$ cat config.mk
export PLATFORM = sky130hd
export DESIGN_NAME = mem_arbiter
export DESIGN_NICKNAME = d
export VERILOG_FILES = /design/src/rtl/mem_arbiter.sv
export SDC_FILE = /design/constraint.sdc
export NUM_CORES = 1
export LEC_CHECK = 0
export ABC_AREA = 1
export BUFFER_PORTS_ARGS = -buffer_cell sky130_fd_sc_hd__buf_2
export CAP_MARGIN = 15
export CORE_MARGIN = 2
export CORE_UTILIZATION = 42
export DETAILED_ROUTE_END_ITERATION = 8
export PLACE_DENSITY = 0.85
export SYNTH_ARGS = -nofsm -noshare
export SYNTH_HDL_FRONTEND = slang
export SYNTH_SLANG_ARGS = --single-unit
$ cat constraint.sdc
create_clock -name clk -period 1.6 [get_ports clk]
set_input_delay 0.24 -clock clk [delete_from_list [all_inputs] [get_ports clk]]
set_output_delay 0.24 -clock clk [all_outputs]
set_load 0.02 [all_outputs]
$ cat src/rtl/mem_arbiter.sv
// Two-port (fetch/data) arbiter in front of a single-port BRAM; define ROUND_ROBIN_EN for alternating tie-break.
// Latency: request sampled in IDLE at N, BRAM command at N+1, ack at N+2, back in IDLE at N+3.
// Backpressure: requests are held by the requester until ack; losers wait for the next IDLE cycle.
`timescale 1ns/1ps
module mem_arbiter #(
    parameter int ADDR_W = 8
) (
    input  logic              clk,
    input  logic              resetn,
    input  logic              i_req,
    input  logic [ADDR_W-1:0] i_addr,
    output logic [31:0]       i_rdata,
    output logic              i_ack,
    input  logic              d_req,
    input  logic [ADDR_W-1:0] d_addr,
    input  logic [31:0]       d_wdata,
    input  logic [3:0]        d_wmask,
    output logic [31:0]       d_rdata,
    output logic              d_ack,
    output logic [ADDR_W-1:0] mem_addr,
    output logic [31:0]       mem_wdata,
    output logic [3:0]        mem_wmask,
    output logic              mem_rstrb,
    input  logic [31:0]       mem_rdata,
    output logic              busy
);

    localparam logic [1:0] S_IDLE  = 2'd0;
    localparam logic [1:0] S_ISSUE = 2'd1;
    localparam logic [1:0] S_WAIT  = 2'd2;

    logic [1:0] state;
    logic       owner_d;   // 1 = data port owns the transaction; also serves as last-grant
    logic       grant_d;

    always_comb begin
        grant_d = d_req;
`ifdef ROUND_ROBIN_EN
        if (i_req && d_req) begin
            grant_d = !owner_d;
        end
`endif
    end

    always_ff @(posedge clk) begin
        if (!resetn) begin
            state     <= S_IDLE;
            owner_d   <= 1'b1;
            i_ack     <= 1'b0;
            d_ack     <= 1'b0;
            mem_addr  <= '0;
            mem_wdata <= '0;
            mem_wmask <= 4'h0;
            mem_rstrb <= 1'b0;
        end else begin
            case (state)
                S_IDLE: begin
                    i_ack <= 1'b0;
                    d_ack <= 1'b0;
                    if (i_req || d_req) begin
                        owner_d   <= grant_d;
                        mem_addr  <= grant_d ? d_addr : i_addr;
                        mem_wdata <= grant_d ? d_wdata : 32'h0;
                        mem_wmask <= grant_d ? d_wmask : 4'h0;
                        // fetches are always reads; a data access reads only with an empty mask
                        mem_rstrb <= !grant_d || (d_wmask == 4'h0);
                        state     <= S_ISSUE;
                    end
                end
                S_ISSUE: begin
                    mem_rstrb <= 1'b0;
                    mem_wmask <= 4'h0;
                    i_ack     <= !owner_d;
                    d_ack     <= owner_d;
                    state     <= S_WAIT;
                end
                S_WAIT: begin
                    i_ack <= 1'b0;
                    d_ack <= 1'b0;
                    state <= S_IDLE;
                end
                default: begin
                    i_ack     <= 1'b0;
                    d_ack     <= 1'b0;
                    mem_rstrb <= 1'b0;
                    mem_wmask <= 4'h0;
                    state     <= S_IDLE;
                end
            endcase
        end
    end

    // BRAM data lands in the WAIT cycle, which is exactly when the owner's ack is high
    assign i_rdata = i_ack ? mem_rdata : 32'h0;
    assign d_rdata = d_ack ? mem_rdata : 32'h0;
    assign busy    = (state != S_IDLE);

endmodule

# --- Yosys cells after proc, flatten, opt, wreduce, memory -nomap -nowiden ---
# Cells that the tools add are included.
classes:
  eq_ne: 3
  mux: 11
  n_bitwise: 1
  n_reduce_logical: 10
op_table:
  columns: ["op", "n"]
  rows:
  - ["2-to-1 mux 32 bit", 3]
  - ["2-to-1 mux 4 bit", 2]
  - ["2-to-1 mux 8 bit", 1]
  - ["case mux 4 bit (2 select lines)", 1]
  - ["AND reduction 2 bit", 3]
  - ["zero test 4 bit", 1]
  - ["case mux 2 bit (2 select lines)", 1]
  - ["equality test 2 x 1 -> 1 bit, second input constant", 1]
  - ["equality test 2 bit, second input constant", 1]
  - ["zero test 1 bit", 2]
  - ["zero test 2 bit", 1]
  - ["logical OR 1 bit", 2]
  - ["2-to-1 mux 2 bit", 1]
  - ["!= test 2 bit, second input constant", 1]
  - ["case mux 1 bit (2 select lines)", 1]
  - ["nonzero test 2 bit", 1]
  - ["2-to-1 mux 1 bit", 1]
  - ["inverter 1 bit", 1]
totals:
  reg_bits: 50
  inputBits: 88
  output_inout_bits: 112
  elab_cells: 33

# --- Depth between registers and ports, before layout ---
depth:
  word_depth: 4
  depth_mapped: 6
  depth_no_buf: 5

# --- Worst setup path after synthesis ---
# No wires, ideal clock.
synth_timing:
  path_type: "reg-to-output"
  start: "register i_ack"
  end: "output i_rdata[10]"
  arrival_time_ps: 1001
  setup_slack_ps: 359
  path_stages_with_launch: 4
  n_path_buf: 1
  cell_sequence: "dfxtp_1 -> clkbuf_1 -> nand2_1 -> inv_1"
synth_between:
  elab_chain_cells: 1
synth_lines:
  columns: ["element", "line", "text"]
  rows:
  - ["start, declared", "13", "output logic i_ack,"]
  - ["start signal, assigned", "73", "i_ack <= !owner_d;"]
  - ["2-to-1 mux 32 bit", "94", "assign i_rdata = i_ack ? mem_rdata : 32'h0;"]
  - ["end, declared", "12", "output logic [31:0] i_rdata,"]
# No other way between the ends.

# --- Worst setup path in the final report ---
layout_timing:
  start: "register d_ack"
  end: "output d_rdata[18]"
layout_between:
  elab_chain_cells: 1
layout_lines:
  columns: ["element", "line", "text"]
  rows:
  - ["start, declared", "19", "output logic d_ack,"]
  - ["start signal, assigned", "74", "d_ack <= owner_d;"]
  - ["2-to-1 mux 32 bit", "95", "assign d_rdata = d_ack ? mem_rdata : 32'h0;"]
  - ["end, declared", "18", "output logic [31:0] d_rdata,"]
# No other way between the ends.

==> results by group <==
Clock tree
  – CTS tree: yes
  – H-tree depth: 2
  – Clock buffer depth: 2
  – Worst-skew pair later-pin latency: 0.30 ns
  – CTS Sinks: 50
  – TritonCTS Buffers: 5
  – Postcts setup bufs: 0
  – Reg clk slew, reported paths: 0.09 ns
  – Post-CTS resize count: 0
  – CTS root buffer: clkbuf_8
  – Cts hold-fix bufs: 0

Flow run
  – Maxcap violations: 0

Synthesis
  – Largest area contributor in the netlist: dfxtp_1
  – Yosys warns: 0
  – Post-synth cell types: 19
  – Post-Syn Instances: 381
  – Synth area leaders: dfxtp_1 (40%), nand2_1 (18%), inv_1 (10%)
  – Syn_nets: 469
  – Register area share after synthesis: 40.4%
  – Syn Area/Cell: 6.50 µm²
  – Cell area after synthesis: 2480 µm²
  – Yosys reg bits: 50
  – Async set or reset register ratio after synthesis: 0%
  – Share of Yosys cell area claimed by the top area cell type: 40.4%
  – Count leader, synth: nand2_1
  – Most used DFF post-synth: dfxtp_1
  – Post-synth EDFFs: 0
  – Most frequent cells after synthesis: nand2_1 (121), inv_1 (69), dfxtp_1 (50), nand3_1 (41), a21oi_1 (34)

Routing
  – First DRT Iteration DRCs: 86
  – DR vias: 3018
  – Routed length per instance: 12.1 µm
  – Wire length on met3: 620 µm
  – First-pass iteration count of the detailed router: 4
  – # DRC: 0
  – DR top layer: met4
  – Met1 WL: 3050 µm
  – Routed WL: 7860 µm
  – Met2 Wirelength: 4090 µm
  – Via/cell ratio: 4.66
  – Final ANT Viol Nets: 0

Critical path
  – CP required: 1.36 ns
  – Setup CP Type: reg2out
  – R2r endpoint: mem_wmask[0]
  – Crit path launch: d_ack
  – Critical Path AT: 1.24 ns
  – Flop-to-flop setup slack: 0.43 ns
  – Crit Path Max Fanout: 33
  – Launching point of the worst reg2reg path: state[1]
  – Startpoint Class: register
  – CP Capture Type: primary output
  – End of the critical path: d_rdata[18]
  – Worst-case reg-to-reg path depth: 4

Layout
  – Non-Filler Instances: 648
  – Layout cells sized above 1: 39.4%
  – Final core utilization: 63.4%
  – Nets: 662
  – Area growth, synth to finish: 43.4%

Timing
  – Final cycle utilization of the critical path: 92.4%
  – Fmax: 676 MHz
  – Final hold violation count: 0
  – Max-slew violations: 0
  – Slew margin rel.: 76.3%
  – Setup TNS: 0 ns
  – Tmin final: 1.48 ns
  – Setup-failing EPs final: 0
  – Clock Skews: 0.0106 ns
  – Least-Margin Pin Slew: 0.353 ns
  – Unrepaired setup endpoints after global routing: no

Pwr
  – Leakage: 2.43 nW
  – Clock share of power: 25.3%
  – Combinational power share: 26.2%
  – Flop pwr share: 48.5%
  – Psw: 0.931 mW
  – Switching Fraction: 32.9%
  – Design Power: 2.83 mW
  – PwrDens: 797 nW/µm²
  – Internal Power: 1.90 mW
  – Worst vdd ir: 0.643 mV

Floorplan
  – Cell Rows: 27
  – Die Area: 6530 µm²
  – Starting density of the core: 44.2%
  – Core area: 5610 µm²
  – Die Wd: 80.8 µm
  – Ports: 200
  – Die Height: 80.8 µm

Placed design
  – Placed Cells incl. Taps: 639
  – DP Wirelength: 6210 µm
  – RePlAce Congestion: 0.766
  – Port bufs: 199

GRT
  – Overflow after GRT: 0
  – GRT Util Overall: 22.6%
  – First-pass GRT wire length: 11600 µm
  – Initial antenna violation count: 2
  – Number of global-route vias before repair: 2632
  – Largest net degree at the start of global routing: 34

Worst hold path
  – HP Class: in2reg
  – Hold_sp: d_wdata[23]

Outcome
  – Status: finished, final reports clean
-- critical path, cell delays in order (launching register included) --
cell and delay (ns):
dfxtp_1 0.32, buf_4 0.30, nand2_1 0.10, inv_1 0.07
buf_2 0.15
-- final cells by class --
type / instances / area (µm²)
tap: 72 / 90.1
clock buffer: 5 / 68.8
timing repair buffer: 209 / 1070
inverter: 71 / 267
fill: 508 / 2050
antenna: 2 / 5.00
sequential: 50 / 1000
clock inverter: 2 / 13.8
multi-input combinational: 237 / 1040
-- placed cells by master (no fill, tap or decap), types with 4 or more instances in the layout --
| cell type | n |
|---|---|
| nand2_1 | 121 |
| nand3_1 | 41 |
| o21ai_0 | 9 |
| nor2_1 | 21 |
| clkbuf_8 | 5 |
| inv_1 | 69 |
| dfxtp_1 | 50 |
| buf_4 | 10 |
| buf_2 | 199 |
| a21oi_1 | 34 |
| a21oi_2 | 4 |
-- metrics by stage --
| stage | hold WS [ns] | cell area (µm²) | worst slack [ns] |
|---|---|---|---|
| 2_1_floorplan | 0.356 | 2480 | 0.359 |
| 3_3_place_gp | 0.399 | 3470 | 0.463 |
| 3_5_place_dp | 0.402 | 3470 | 0.433 |
| 4_1_cts | 0.193 | 3550 | 0.131 |
| 5_1_grt | 0.200 | 3550 | 0.0294 |
| 6_report | 0.196 | 3550 | 0.122 |
-- power groups by stage --
stage / combinational [mW] / sequential, mW / clock [mW]
finish: 0.742 / 1.37 / 0.717
global route: 0.811 / 1.39 / 0.764
CTS: 0.745 / 1.37 / 0.731
detailed placement: 0.743 / 1.40 / 0
global placement: 0.729 / 1.40 / 0
floorplan: 0.374 / 1.50 / 0
-- worst min path at each step --
stage / to / slack [ns] / depth (start not counted)
global placement: i_ack / 0.40 / 1
floorplan: state[0] / 0.36 / 2
finish: mem_wdata[23] / 0.20 / 3
CTS: mem_wdata[23] / 0.19 / 3
detailed placement: i_ack / 0.40 / 1
global route: mem_wdata[3] / 0.20 / 3
-- metal layers --
metal  GRT usage, %  up-vias
met5              0        -
met4           11.4        0
met3           5.22       11
met2           41.5      128
met1           24.2     1344
li1               -     1535
-- state kept, by name (all words and copies together), names as in the netlist --
| register | count |
|---|---|
| mem_addr | 8 |
| mem_wmask | 4 |
| owner_d | 1 |
| mem_rstrb | 1 |
| d_ack | 1 |
| i_ack | 1 |
| state | 2 |
| mem_wdata | 32 |
-- logic make-up (layout without fill, tap and decap cells) --
group | Yosys count | count (layout) | share of synthesized area, %
other cells | 0 | 2 | 0
flops | 50 | 50 | 40.4
buf+inv | 94 | 287 | 17.7
compound gates | 50 | 50 | 10.9
simple gates | 187 | 187 | 31.0
(Power assumes the default switching activity.)
